===== config.mk =====
export PLATFORM = sky130hd
export DESIGN_NAME = relatorio_serial_tx
export DESIGN_NICKNAME = d
export VERILOG_FILES = /design/src/rtl/relatorio_serial_tx_pkg.sv /design/src/rtl/relatorio_serial_tx_contador.sv /design/src/rtl/relatorio_serial_tx.sv
export SDC_FILE = /design/constraint.sdc
export NUM_CORES = 1
export LEC_CHECK = 0
export CAP_MARGIN = 20
export CORE_ASPECT_RATIO = 1.5
export CORE_MARGIN = 5
export CORE_UTILIZATION = 45
export DETAILED_ROUTE_END_ITERATION = 10
export GPL_TIMING_DRIVEN = 0
export HOLD_SLACK_MARGIN = 0.02
export PLACE_DENSITY_LB_ADDON = 0.1
export SLEW_MARGIN = 20
export SYNTH_ARGS = -nofsm -noshare
export SYNTH_HDL_FRONTEND = slang
export SYNTH_SLANG_ARGS = --single-unit

===== constraint.sdc =====
create_clock -name clock -period 5.4 [get_ports clock]
set_clock_uncertainty 0.1 [all_clocks]
set_input_delay 0.54 -clock clock [delete_from_list [all_inputs] [get_ports clock]]
set_output_delay 0.54 -clock clock [all_outputs]
set_load 0.05 [all_outputs]

===== src/rtl/relatorio_serial_tx_pkg.sv =====
// Shared definitions for the weighing-gate serial link (transmitter and receiver).
//  - estado_t      : FSM state codes, also shown on the hexa7seg display
//  - BITS_QUADRO   : bits per 7E2 character (start + 7 data + parity + 2 stops)
//  - hex_para_ascii: 4-bit digit -> 7-bit ASCII ('0'..'9', 'A'..'F')
//  - monta_quadro  : 7-bit ASCII -> 11-bit frame, bit 0 goes on the line first
package relatorio_serial_tx_pkg;

    typedef enum logic [3:0] {
        INICIAL   = 4'd0,
        PREPARA   = 4'd1,
        TRANSMITE = 4'd2,
        FINAL     = 4'd4
    } estado_t;

    localparam int   BITS_DADO    = 7;
    localparam int   BITS_QUADRO  = 11;
    localparam logic PARIDADE_PAR = 1'b1;

    function automatic logic [6:0] hex_para_ascii(input logic [3:0] d);
        if (d <= 4'd9)
            return 7'h30 + 7'(d);
        else
            return 7'h37 + 7'(d);   // 7'h41 + (d - 10)
    endfunction

    // {stop, stop, parity, data[6:0], start}; shifted out LSB first.
    function automatic logic [10:0] monta_quadro(input logic [6:0] c);
        return {2'b11, (^c) ^ ~PARIDADE_PAR, c, 1'b0};
    endfunction

endpackage


===== src/rtl/relatorio_serial_tx_contador.sv =====
// contador_m: modulo-M counter used as the baud tick.
//  clock in  system clock
//  reset in  synchronous active-high reset
//  zera  in  synchronous clear (priority over conta)
//  conta in  count enable; wraps from M-1 to 0
//  fim   out high while the count equals M-1 (last cycle of a bit)
module contador_m #(
    parameter  int M = 434,
    localparam int W = (M > 1) ? $clog2(M) : 1
) (
    input  logic clock,
    input  logic reset,
    input  logic zera,
    input  logic conta,
    output logic fim
);

    logic [W-1:0] q_reg;

    always_ff @(posedge clock) begin
        if (reset || zera)
            q_reg <= '0;
        else if (conta)
            q_reg <= (q_reg == W'(M - 1)) ? '0 : q_reg + 1'b1;
    end

    assign fim = (q_reg == W'(M - 1));

endmodule


===== src/rtl/relatorio_serial_tx.sv =====
// relatorio_serial_tx: sends a weight report as 7E2 ASCII characters on one UART line.
//  clock        in  system clock
//  reset        in  synchronous active-high reset
//  partida      in  start request, only looked at while idle
//  digitos      in  4*NUM_DIG digit nibbles, most significant nibble sent first
//  saida_serial out serial line, idle high
//  ocupado      out high while a report is in progress
//  pronto       out one-cycle pulse after the last character
//  db_estado    out current state code
module relatorio_serial_tx
    import relatorio_serial_tx_pkg::*;
#(
    parameter int         NUM_DIG        = 6,
    parameter int         DIV            = 434,
    parameter int         USA_TERMINADOR = 1,
    parameter logic [6:0] TERMINADOR     = 7'h0A
) (
    input  logic                   clock,
    input  logic                   reset,
    input  logic                   partida,
    input  logic [4*NUM_DIG-1:0]   digitos,
    output logic                   saida_serial,
    output logic                   ocupado,
    output logic                   pronto,
    output logic [3:0]             db_estado
);

    localparam int N_CHARS = NUM_DIG + USA_TERMINADOR;
    localparam int W_IDX   = $clog2(NUM_DIG + 2);
    localparam int N_TAB   = 1 << W_IDX;

    estado_t                estado_reg, estado_next;
    logic [4*NUM_DIG-1:0]   digitos_reg;
    logic [W_IDX-1:0]       idx_reg;
    logic [3:0]             bit_cnt_reg;
    logic [10:0]            shift_reg;
    logic                   tick_fim;
    logic                   ultimo_bit;
    logic                   ultimo_char;
    logic [6:0]             tabela [0:N_TAB-1];

    // Character table from the latched digits; every index past the digits maps
    // to the terminator, so idx_reg can address the table without a bound check.
    genvar gi;
    generate
        for (gi = 0; gi < N_TAB; gi++) begin : g_tabela
            if (gi < NUM_DIG) begin : g_dig
                assign tabela[gi] = hex_para_ascii(digitos_reg[4*(NUM_DIG-1-gi) +: 4]);
            end else begin : g_term
                assign tabela[gi] = TERMINADOR;
            end
        end
    endgenerate

    contador_m #(.M(DIV)) u_baud (
        .clock (clock),
        .reset (reset),
        .zera  (estado_reg == PREPARA),
        .conta (estado_reg == TRANSMITE),
        .fim   (tick_fim)
    );

    assign ultimo_bit  = tick_fim && (bit_cnt_reg == 4'(BITS_QUADRO - 1));
    assign ultimo_char = (idx_reg == W_IDX'(N_CHARS - 1));

    // State register
    always_ff @(posedge clock) begin
        if (reset)
            estado_reg <= INICIAL;
        else
            estado_reg <= estado_next;
    end

    // Next state and outputs
    always_comb begin
        estado_next  = estado_reg;
        saida_serial = 1'b1;
        ocupado      = 1'b1;
        pronto       = 1'b0;
        case (estado_reg)
            INICIAL: begin
                ocupado = 1'b0;
                if (partida)
                    estado_next = PREPARA;
            end
            PREPARA: begin
                estado_next = TRANSMITE;
            end
            TRANSMITE: begin
                saida_serial = shift_reg[0];
                if (ultimo_bit)
                    estado_next = ultimo_char ? FINAL : PREPARA;
            end
            FINAL: begin
                pronto      = 1'b1;
                estado_next = INICIAL;
            end
            default: begin
                ocupado     = 1'b0;
                estado_next = INICIAL;
            end
        endcase
    end

    assign db_estado = estado_reg;

    // Datapath: digit latch, character index, frame shift register, bit count
    always_ff @(posedge clock) begin
        if (reset) begin
            digitos_reg <= '0;
            idx_reg     <= '0;
            bit_cnt_reg <= '0;
            shift_reg   <= '1;
        end else begin
            case (estado_reg)
                INICIAL: begin
                    if (partida) begin
                        digitos_reg <= digitos;
                        idx_reg     <= '0;
                    end
                end
                PREPARA: begin
                    shift_reg   <= monta_quadro(tabela[idx_reg]);
                    bit_cnt_reg <= '0;
                end
                TRANSMITE: begin
                    if (tick_fim) begin
                        shift_reg   <= {1'b1, shift_reg[10:1]};
                        bit_cnt_reg <= bit_cnt_reg + 4'd1;
                        if (ultimo_bit && !ultimo_char)
                            idx_reg <= idx_reg + 1'b1;
                    end
                end
                default: ;
            endcase
        end
    end

endmodule

==> run summary, run 1 <==
Ports -> 34
Slew @ Worst Pin -> 0.8542 ns
RSZ-0062 raised after global routing -> no
Period utilization -> 0.5957
Final net count -> 481
Die Span X -> 77.16 um
Synth unique cells -> 52
Gates resized, CTS repair -> 0
Average size of a mapped cell -> 7.649 sq um
Cells along the critical path -> nor2b_1 -> nor2b_1 -> clkbuf_1 -> nand2b_1 -> clkdlybuf4s50_1
Clk slew on worst S/H paths -> 0.10 ns
CP Data Required Time -> 4.76 ns
Die area -> 8544 sq um
Post-route non-filler standard cell count -> 512
Largest fanout on the critical path -> 10
GRT Total Usage -> 0.1745
Yosys warnings -> 0
Port bufs -> 31
Slowest stage delay, CP -> 0.71 ns
Status -> finished clean
Num CTS Buffers -> 5
Starting Density -> 0.4661
Ys async rst share -> 0
Total power -> 0.9128 mW
Routed len/inst -> 14.33 um
Setup CP Type -> reg2out
Core area -> 6531 sq um
Final worst setup slack -> 2.183 ns
Post-synthesis sequential area ratio -> 0.3420
CTS Buffer Depth -> 2
Max Used Layer -> met4
Design area -> 3578 sq um
Largest cells by area after synthesis -> dfxtp_1 34%, nand2_1 10%, a21oi_1 7.4%, ha_1 7.4%, nor2_1 4.1%
Worst slew margin -> 0.4290
Vias in the first global route -> 2743
Row Count -> 36
Cell taking the most area after synthesis -> dfxtp_1
Vias per cell -> 5.420
Syn nets -> 443
Top_reg_cell synth -> dfxtp_1
DR WL met3 -> 205 um
Hold buffers post-CTS -> 0
Gate count of the mapped netlist -> 398
Inst Count DP -> 505
Met1 WL -> 2.981 mm
Vias post-DR -> 2775
Worst-path cell with the longest stage delay -> clkdlybuf4s50_1
Antenna-violating nets left -> 0
Ant. Diodes -> 0
Post-CTS setup buffers -> 0
CP dominant cell by count -> nor2b_1
Post-Syn Area -> 3044 sq um
Pre-antenna DRT Iters -> 5
Layout cells sized above 1 -> 0.06193
First-pass GRT wire length -> 12.44 mm
Sink Count -> 52
Final Max Tran Viols -> 0
Met2 wire length -> 3.948 mm
CTS tree -> yes
GRT overflow -> 0
Max reg flops -> 24
Initial DRC count -> 100
#FFs+latches synth -> 52
Post-synth EDFFs -> 0
Worst slack at placement -> 2.483 ns
Leakage -> 1.368 nW
Routed wire length -> 7.337 mm
# setup viols final -> 0
H-tree levels -> 2
Maximum operating frequency -> 310.9 MHz
Largest net degree at the start of global routing -> 16
Flop2flop setup slack -> 2.85 ns
Height of the die -> 110.7 um
Final min period -> 3.217 ns
Gpl congestion -> 0.9127
# DRC -> 0
Post-synth top area share -> 0.3420
Crit. End Element -> output pin
Pwr dens -> 255.1 nW/um^2
Hpwl dp -> 5.817 mm
Initial antenna violation count -> 0
Area grow syn2layout -> 17.55%
Max Cap Violations -> 0
CP startpoint kind -> flop
Hold Crit Class -> reg2reg
Clock Latency Late Sink -> 0.31 ns
Root Driver -> clkbuf_8
CP arrival -> 2.58 ns
Placed cell area -> 3450 sq um
Final number of hold-violating endpoints -> 0
TNS Setup -> 0 ns
Max rail drop VDD -> 168.3 uV
power by group:
part,total [mW],switching [mW],internal (mW)
clock network,0.318,0.135,0.183
registers,0.423,0.0194,0.403
logic,0.172,0.0963,0.0760
total,0.913,0.251,0.662
cells by family (layout without fill, tap and decap cells):
| group | after synthesis | after routing | share of synthesized area |
|---|---|---|---|
| other cells | 1 | 1 | 0.001232 |
| compound gates | 93 | 93 | 0.1866 |
| xor+xnor | 18 | 18 | 0.05631 |
| flops | 52 | 52 | 0.3420 |
| buf+inv | 40 | 78 | 0.05384 |
| fa+ha+maj | 18 | 18 | 0.07398 |
| mux | 8 | 8 | 0.03206 |
| simple gates | 168 | 168 | 0.2540 |
metal layers:
layer	global-route usage	vias to the layer above
li1	-	1440
met3	0.02439	15
met4	0.06307	0
met2	0.3358	38
met5	0	-
met1	0.1862	1282
final cells by class:
| type | count | area, sq um |
|---|---|---|
| clock buffers | 5 | 68.82 |
| multi-input cells | 306 | 1839 |
| repair buffers | 31 | 310.3 |
| well taps | 76 | 95.09 |
| fillers | 632 | 2953 |
| inverters | 20 | 75.07 |
| clock inverters | 2 | 60.06 |
| flip-flops and latches | 52 | 1041 |
| plain buffers | 20 | 88.84 |
Yosys cell counts, drive strengths merged (4+ instances only):
master,instances
nor3,8
or2,6
nand3,12
a311oi,5
a211oi,7
a21oi,45
nor2,34
mux2i,6
nand2b,5
o22ai,6
clkbuf,16
nand4,4
inv,20
ha,18
nor2b,4
o21ai,15
dfxtp,52
nand2,82
xnor2,11
xor2,6
buf,4
path summary, 6_finish.rpt:
check / startpoint / end / depth (start not counted)
worst max register to register: digitos_reg[0] / shift_reg[8] / 9
worst min register to register: digitos_reg[1] / digitos_reg[1] / 2
worst min-delay path: digitos_reg[1] / digitos_reg[1] / 2
worst max-delay path: db_estado[1] / saida_serial / 5
per-stage QoR:
stage | hold slack, ns | util
finish | 0.3701 | 0.5479
global placement | 0.3457 | 0.5282
global route | 0.4010 | 0.5479
floorplan | 0.3316 | -
detailed placement | 0.3555 | 0.5282
CTS | 0.3744 | 0.5479
cell usage in the layout, fill, tap and decap left out, types with 3 or more instances in the layout:
cell             netlist  final
a21oi_1               45     45
nor2_1                33     33
xnor2_1               11     11
clkbuf_1              14     14
nor3b_1                3      3
o22ai_1                6      6
a211oi_1               6      6
nor3_1                 8      8
inv_1                 19     19
xor2_1                 6      6
o21ai_0                9      9
or2_2                  6      6
o211ai_1               3      3
mux2i_1                6      6
ha_1                  18     18
nand2b_1               5      5
o21ai_1                5      5
clkdlybuf4s50_1        0     31
a311oi_1               5      5
clkbuf_8               0      5
and3_1                 3      3
nand2_1               82     82
nor2b_1                4      4
nand4_1                4      4
nand3_1               12     12
dfxtp_1               52     52
critical path, delay by kind of cell, from the launching register on:
kind                   cells  cell delay (ns)
buffers and inverters      2             1.12
AND/OR/NAND/NOR            3             0.68
flip-flops                 1             0.46
(Power assumes the default switching activity.)
==> inputs of run 2 (changes only) <==
==> constraint.sdc (replaced) <==
create_clock -name clock -period 2.68 [get_ports clock]
set_clock_uncertainty 0.1 [all_clocks]
set_input_delay 0.268 -clock clock [delete_from_list [all_inputs] [get_ports clock]]
set_output_delay 0.268 -clock clock [all_outputs]
set_load 0.05 [all_outputs]
==> run 2 against run 1 <==
Register-to-register slack got worse by 2.7 ns. Design area is 1.0% higher. Routed wire length decreased by 0.15%. Worst hold slack got worse by 0.033 ns. Flip-flop and latch count is the same. Critical path type is now reg2reg. Critical endpoint is now shift_reg[8]. Largest cell class unchanged.
==> run summary, run 2 (synthesis gave the netlist of run 1 again) <==
Status -> finished clean
Hpwl dp -> 5.817 mm (unchanged)
CP dominant cell by count -> a21oi_1
Max reg flops -> 24 (unchanged)
Die Span X -> 77.16 um (unchanged)
Routed wire length -> 7.326 mm (-0.15%)
Area grow syn2layout -> 18.74%
Port bufs -> 31 (unchanged)
Slowest stage delay, CP -> 0.44 ns (-0.27 ns)
Most frequent cells in the layout -> 82 x nand2_1, 51 x dfxtp_1, 45 x a21oi_1
Final worst setup slack -> 0.1507 ns (-2.033 ns)
Pwr dens -> 510.4 nW/um^2 (+100%)
Slew @ Worst Pin -> 0.8521 ns (-0.002155 ns)
Largest net degree at the start of global routing -> 16 (unchanged)
Vias post-DR -> 2802 (+0.97%)
Num CTS Buffers -> 5 (unchanged)
GRT Total Usage -> 0.1745 (unchanged)
CP delay by family, top -> compound AO/OA/AOI/OAI gates
Vias per cell -> 5.462 (+0.78%)
Inst Count DP -> 505 (unchanged)
Critical path buffers and inverters -> 1 (-1)
TNS Setup -> 0 ns (unchanged)
CP Data Required Time -> 2.83 ns (-1.93 ns)
First-pass GRT wire length -> 12.44 mm (unchanged)
Worst-path cell with the longest stage delay -> xnor3_1
Starting Density -> 0.4661 (unchanged)
Ant. Diodes -> 0 (unchanged)
# setup viols final -> 0 (unchanged)
Row Count -> 36 (unchanged)
Pre-antenna DRT Iters -> 4 (-1)
Height of the die -> 110.7 um (unchanged)
Leakage -> 1.380 nW (+0.86%)
Most common cell after layout, fill and taps aside -> nand2_1
CTS Buffer Depth -> 2 (unchanged)
CP startpoint kind -> flop
Initial DRC count -> 93 (-7.0%)
Core area -> 6531 sq um (unchanged)
Period utilization -> 0.9438
Largest fanout on the critical path -> 4 (-6)
Hold Crit Class -> in2reg
Die area -> 8544 sq um (unchanged)
Clk slew on worst S/H paths -> 0.10 ns (about the same)
Setup CP Type -> reg2reg
Total power -> 1.845 mW (+100%)
Worst slew margin -> 0.4305 (+0.001440)
Gpl congestion -> 0.9127 (unchanged)
Post-route non-filler standard cell count -> 513 (+0.20%)
Routed len/inst -> 14.28 um (-0.34%)
Fillers -> 630 (-0.32%)
RSZ-0062 raised after global routing -> yes
Cells along the critical path -> inv_1 -> ha_1 -> nor2_1 -> a21oi_1 -> o32a_1 -> a311oi_2 -> xor2_1 -> xnor3_1 -> a21oi_1
# DRC -> 0 (unchanged)
Vias in the first global route -> 2743 (unchanged)
CP arrival -> 2.68 ns (+0.10 ns)
Clock Latency Late Sink -> 0.31 ns (about the same)
Hold buffers post-CTS -> 0 (unchanged)
CTS tree -> yes
Util after Layout -> 0.5534 (+0.005555)
Ports -> 34 (unchanged)
Final number of hold-violating endpoints -> 0 (unchanged)
Root Driver -> clkbuf_8
Sink Count -> 52 (unchanged)
Maximum operating frequency -> 395.4 MHz
Final Max Tran Viols -> 0 (unchanged)
H-tree levels -> 2 (unchanged)
Max rail drop VDD -> 339.6 uV (+100%)
Initial antenna violation count -> 0 (unchanged)
Final min period -> 2.529 ns
Worst slack at placement -> 0.03500 ns (-2.448 ns)
Crit. End Element -> flop
GRT overflow -> 0 (unchanged)
Max Cap Violations -> 0 (unchanged)
Antenna-violating nets left -> 0 (unchanged)
Final net count -> 482 (+0.21%)
Layout cells sized above 1 -> 0.07780 (+0.01588)
==> run 2: changes by cell type in the layout (fill, tap and decap cells not counted), sizes merged <==
cell and delta:
buf +1, dlygate4sd2 +1, clkdlybuf4s50 -1
==> run 2: worst paths after layout <==
check                                startpoint              to  slack (ns)  depth (start not counted)
worst max-delay path            digitos_reg[20]    shift_reg[8]        0.15                          9
worst min-delay path                      reset    db_estado[2]        0.34                          2
worst max register to register  digitos_reg[20]    shift_reg[8]        0.15                          9
worst min register to register   digitos_reg[1]  digitos_reg[1]        0.37                          2
==> run 2: layout make-up <==
cell class / count / area (sq um) / area share
tap: 76 / 95.09 / 0.02631
clock inverter: 2 / 60.06 / 0.01661
buffer: 20 / 90.09 / 0.02492
timing repair buffer: 32 / 316.6 / 0.08757
inverter: 20 / 75.07 / 0.02077
clock buffer: 5 / 68.82 / 0.01904
sequential: 52 / 1042 / 0.2883
multi-input combinational: 306 / 1867 / 0.5164
==> run 2: metrics by stage <==
stage / instance area (sq um) / hold WS (ns)
finish: 3615 / 0.3366
floorplan: 3044 / 0.3040
detailed placement: 3450 / 0.3555
global route: 3615 / 0.3951
CTS: 3578 / 0.3439
global placement: 3450 / 0.3457
==> run 2: metal layers <==
metal	part of all wire	vias up	wire, um	global-route usage
li1	-	1445	-	-
met1	0.40	1301	2962	0.1862
met2	0.54	39	3987	0.3358
met3	0.026	17	187	0.02439
met4	0.026	0	189	0.06307
met5	0	-	0	0
==> run 2: what timing repair did <==
action / 4_1_cts / 5_1_grt
endpoints found under the setup margin: 1 / 2
hold endpoints to repair: 0 / 0
setup buffers: 0 / 1
pin swaps: 0 / 2
resized for setup: 2 / 6
==> run 2: worst register-to-register path, stage by stage (launching register included) <==
cell and delay, ns:
dfxtp_1 0.39, inv_1 0.09, ha_1 0.22, nor2_1 0.14
a21oi_1 0.11, o32a_1 0.35, a311oi_2 0.31, xor2_1 0.17
xnor3_1 0.44, a21oi_1 0.15
==> run 2: power by group <==
group          total (mW)  switching, mW  internal (mW)
combinational       0.352          0.196          0.155
sequential          0.853         0.0403          0.813
clock               0.640          0.272          0.368
==> inputs of run 3 (changes only) <==
--- a/config.mk
+++ b/config.mk
@@ -8,7 +8,7 @@
 export CAP_MARGIN = 20
 export CORE_ASPECT_RATIO = 1.5
 export CORE_MARGIN = 5
-export CORE_UTILIZATION = 45
+export CORE_UTILIZATION = 51
 export DETAILED_ROUTE_END_ITERATION = 10
 export GPL_TIMING_DRIVEN = 0
 export HOLD_SLACK_MARGIN = 0.02
==> run 3 against run 2 <==
Worst hold slack improved by 0.0069 ns. Core utilization is 6.1 points higher. Register-to-register slack got worse by 0.07 ns.
==> run summary, run 3 (synthesis gave the netlist of run 1 again) <==
Status -> finished clean
Core area -> 5828 sq um (-11%)
Starting Density -> 0.5223 (+0.05624)
CTS Buffer Depth -> 2 (unchanged)
Fillers -> 562 (-11%)
Initial antenna violation count -> 0 (unchanged)
Hold Path Sink -> idx_reg[0]
Slew @ Worst Pin -> 0.8712 ns (+0.01916 ns)
H-tree levels -> 2 (unchanged)
Port bufs -> 31 (unchanged)
Final number of hold-violating endpoints -> 0 (unchanged)
Multi-input logic area -> 1847 sq um (-1.1%)
Net switching power -> 0.4954 mW (-2.6%)
Final Max Tran Viols -> 0 (unchanged)
Crit Reg-Reg Startpoint -> digitos_reg[0]
Util after Layout -> 0.6144 (+0.06098)
# DRC -> 0 (unchanged)
Hpwl dp -> 5.702 mm (-2.0%)
Max rail drop VDD -> 318.1 uV (-6.3%)
Reg2reg path depth -> 9 (unchanged)
Worst slew margin -> 0.4177 (-0.01281)
Most common cell after layout, fill and taps aside -> nand2_1
Final min period -> 2.594 ns (+0.06503 ns)
Initial DRC count -> 146 (+57%)
Height of the die -> 104.6 um (-5.5%)
FF-to-FF End -> shift_reg[8]
Vias per cell -> 5.571 (+2.0%)
Final net count -> 481 (-0.21%)
Clk slew on worst S/H paths -> 0.10 ns (about the same)
Routed len/inst -> 14.33 um (+0.35%)
Row Count -> 34 (-5.6%)
Leakage -> 1.371 nW (-0.67%)
Comb power frac -> 0.192 (about the same)
CP Data Required Time -> 2.83 ns (about the same)
Pwr dens -> 511.0 nW/um^2 (+0.12%)
Pre-antenna DRT Iters -> 4 (unchanged)
Vias in the first global route -> 2570 (-6.3%)
First-pass GRT wire length -> 11.66 mm (-6.3%)
CTS tree -> yes
Sequential Power Share -> 0.466 (+0.003)
Flop2flop setup slack -> 0.09 ns (-0.07 ns)
Min-delay src -> reset
Net Sw Frac -> 0.2707 (-0.005013)
Maximum operating frequency -> 385.5 MHz (-2.5%)
Clock share of power -> 0.343 (-0.004)
Clock Latency Late Sink -> 0.31 ns (about the same)
Flip-flop and latch area -> 1041 sq um (-0.12%)
Worst hold slack -> 0.3435 ns (+0.006854 ns)
RSZ-0062 raised after global routing -> no
TNS Setup -> 0 ns (unchanged)
GRT Total Usage -> 0.1889 (+0.01431)
Antenna-violating nets left -> 0 (unchanged)
GRT overflow -> 0 (unchanged)
Crit. End Element -> flop
Layout cells sized above 1 -> 0.06651 (-0.01129)
# setup viols final -> 0 (unchanged)
CP arrival -> 2.74 ns (+0.06 ns)
Die Span X -> 73.08 um (-5.3%)
Ports -> 34 (unchanged)
Most frequent cells in the layout -> 82 x nand2_1, 52 x dfxtp_1, 45 x a21oi_1
CP startpoint kind -> flop
Sink Count -> 52 (unchanged)
Max reg flops -> 24 (unchanged)
Root Driver -> clkbuf_8
Hold Crit Class -> in2reg
P_int -> 1.334 mW (-0.13%)
Period utilization -> 0.9680 (+0.02427)
Post-CTS setup buffers -> 0 (unchanged)
Area grow syn2layout -> 17.63%
Max Cap Violations -> 0 (unchanged)
Setup CP Type -> reg2reg
Num CTS Buffers -> 5 (unchanged)
Hold path depth -> 2 (unchanged)
Vias post-DR -> 2830 (+1.0%)
Gpl congestion -> 0.9309 (+2.0%)
Routed wire length -> 7.280 mm (-0.63%)
Die area -> 7646 sq um (-11%)
Ant. Diodes -> 0 (unchanged)
Largest net degree at the start of global routing -> 16 (unchanged)
Largest fanout on the critical path -> 5 (+1)
-- run 3: cell types whose count changed in the layout (fill, tap and decap cells not counted), sizes merged --
cell	delta
buf	-1
-- run 3: final cells by class --
type                       instances  share of cell area
inverter                          20             0.02096
timing repair buffer              31             0.08630
tap                               72             0.02516
buffer                            20             0.02516
sequential                        52              0.2907
clock buffer                       5             0.01922
multi-input combinational        306              0.5157
clock inverter                     2             0.01677
-- run 3: worst max-delay path by stage --
stage | slack (ns) | endpoint | startpoint
after global placement | 0.05 | saida_serial | db_estado[1]
after CTS | 0.10 | shift_reg[8] | digitos_reg[0]
after global routing | 0.004 | shift_reg[8] | digitos_reg[4]
after floorplan | 0.14 | pronto | db_estado[2]
final | 0.09 | shift_reg[8] | digitos_reg[0]
after detailed placement | 0.03 | saida_serial | db_estado[1]
-- run 3: power groups by stage --
stage | Combinational [mW] | Clock (mW) | Sequential, mW
finish | 0.351 | 0.627 | 0.852
global route | 0.387 | 0.669 | 0.859
CTS | 0.351 | 0.640 | 0.852
detailed placement | 0.349 | 0 | 0.870
global placement | 0.343 | 0 | 0.869
floorplan | 0.237 | 0 | 0.867
-- run 3: repair_timing --
action                                 in CTS  in global routing
pin swaps                                   0                  1
endpoints found under the hold margin       0                  0
setup endpoints to repair                   1                  1
resized for setup                           2                  1
hold buffers                                0                  0
-- run 3: stage by stage --
step	area, sq um	cells	total power, mW	worst slack [ns]
after CTS	3573	508	1.843	0.1049
final	3581	508	1.830	0.08565
after global placement	3445	501	1.212	0.05022
after global routing	3581	508	1.915	0.004016
after floorplan	3044	398	1.103	0.1362
after detailed placement	3445	501	1.219	0.02858
-- run 3: layer usage --
metal	vias to the layer above	GRT usage	wire length, um
li1	1443	-	-
met1	1317	0.2055	2908
met2	59	0.3534	3924
met3	11	0.02786	265
met4	0	0.06992	182
met5	-	0	0
-- run 3: worst max-delay path: stages, from the launching register on --
cell	delay, ns
dfxtp_1	0.42
inv_1	0.07
ha_1	0.22
nor2_2	0.13
o21ai_2	0.12
mux2_4	0.32
o2111a_1	0.25
a211oi_2	0.29
xnor3_1	0.49
a21oi_1	0.15
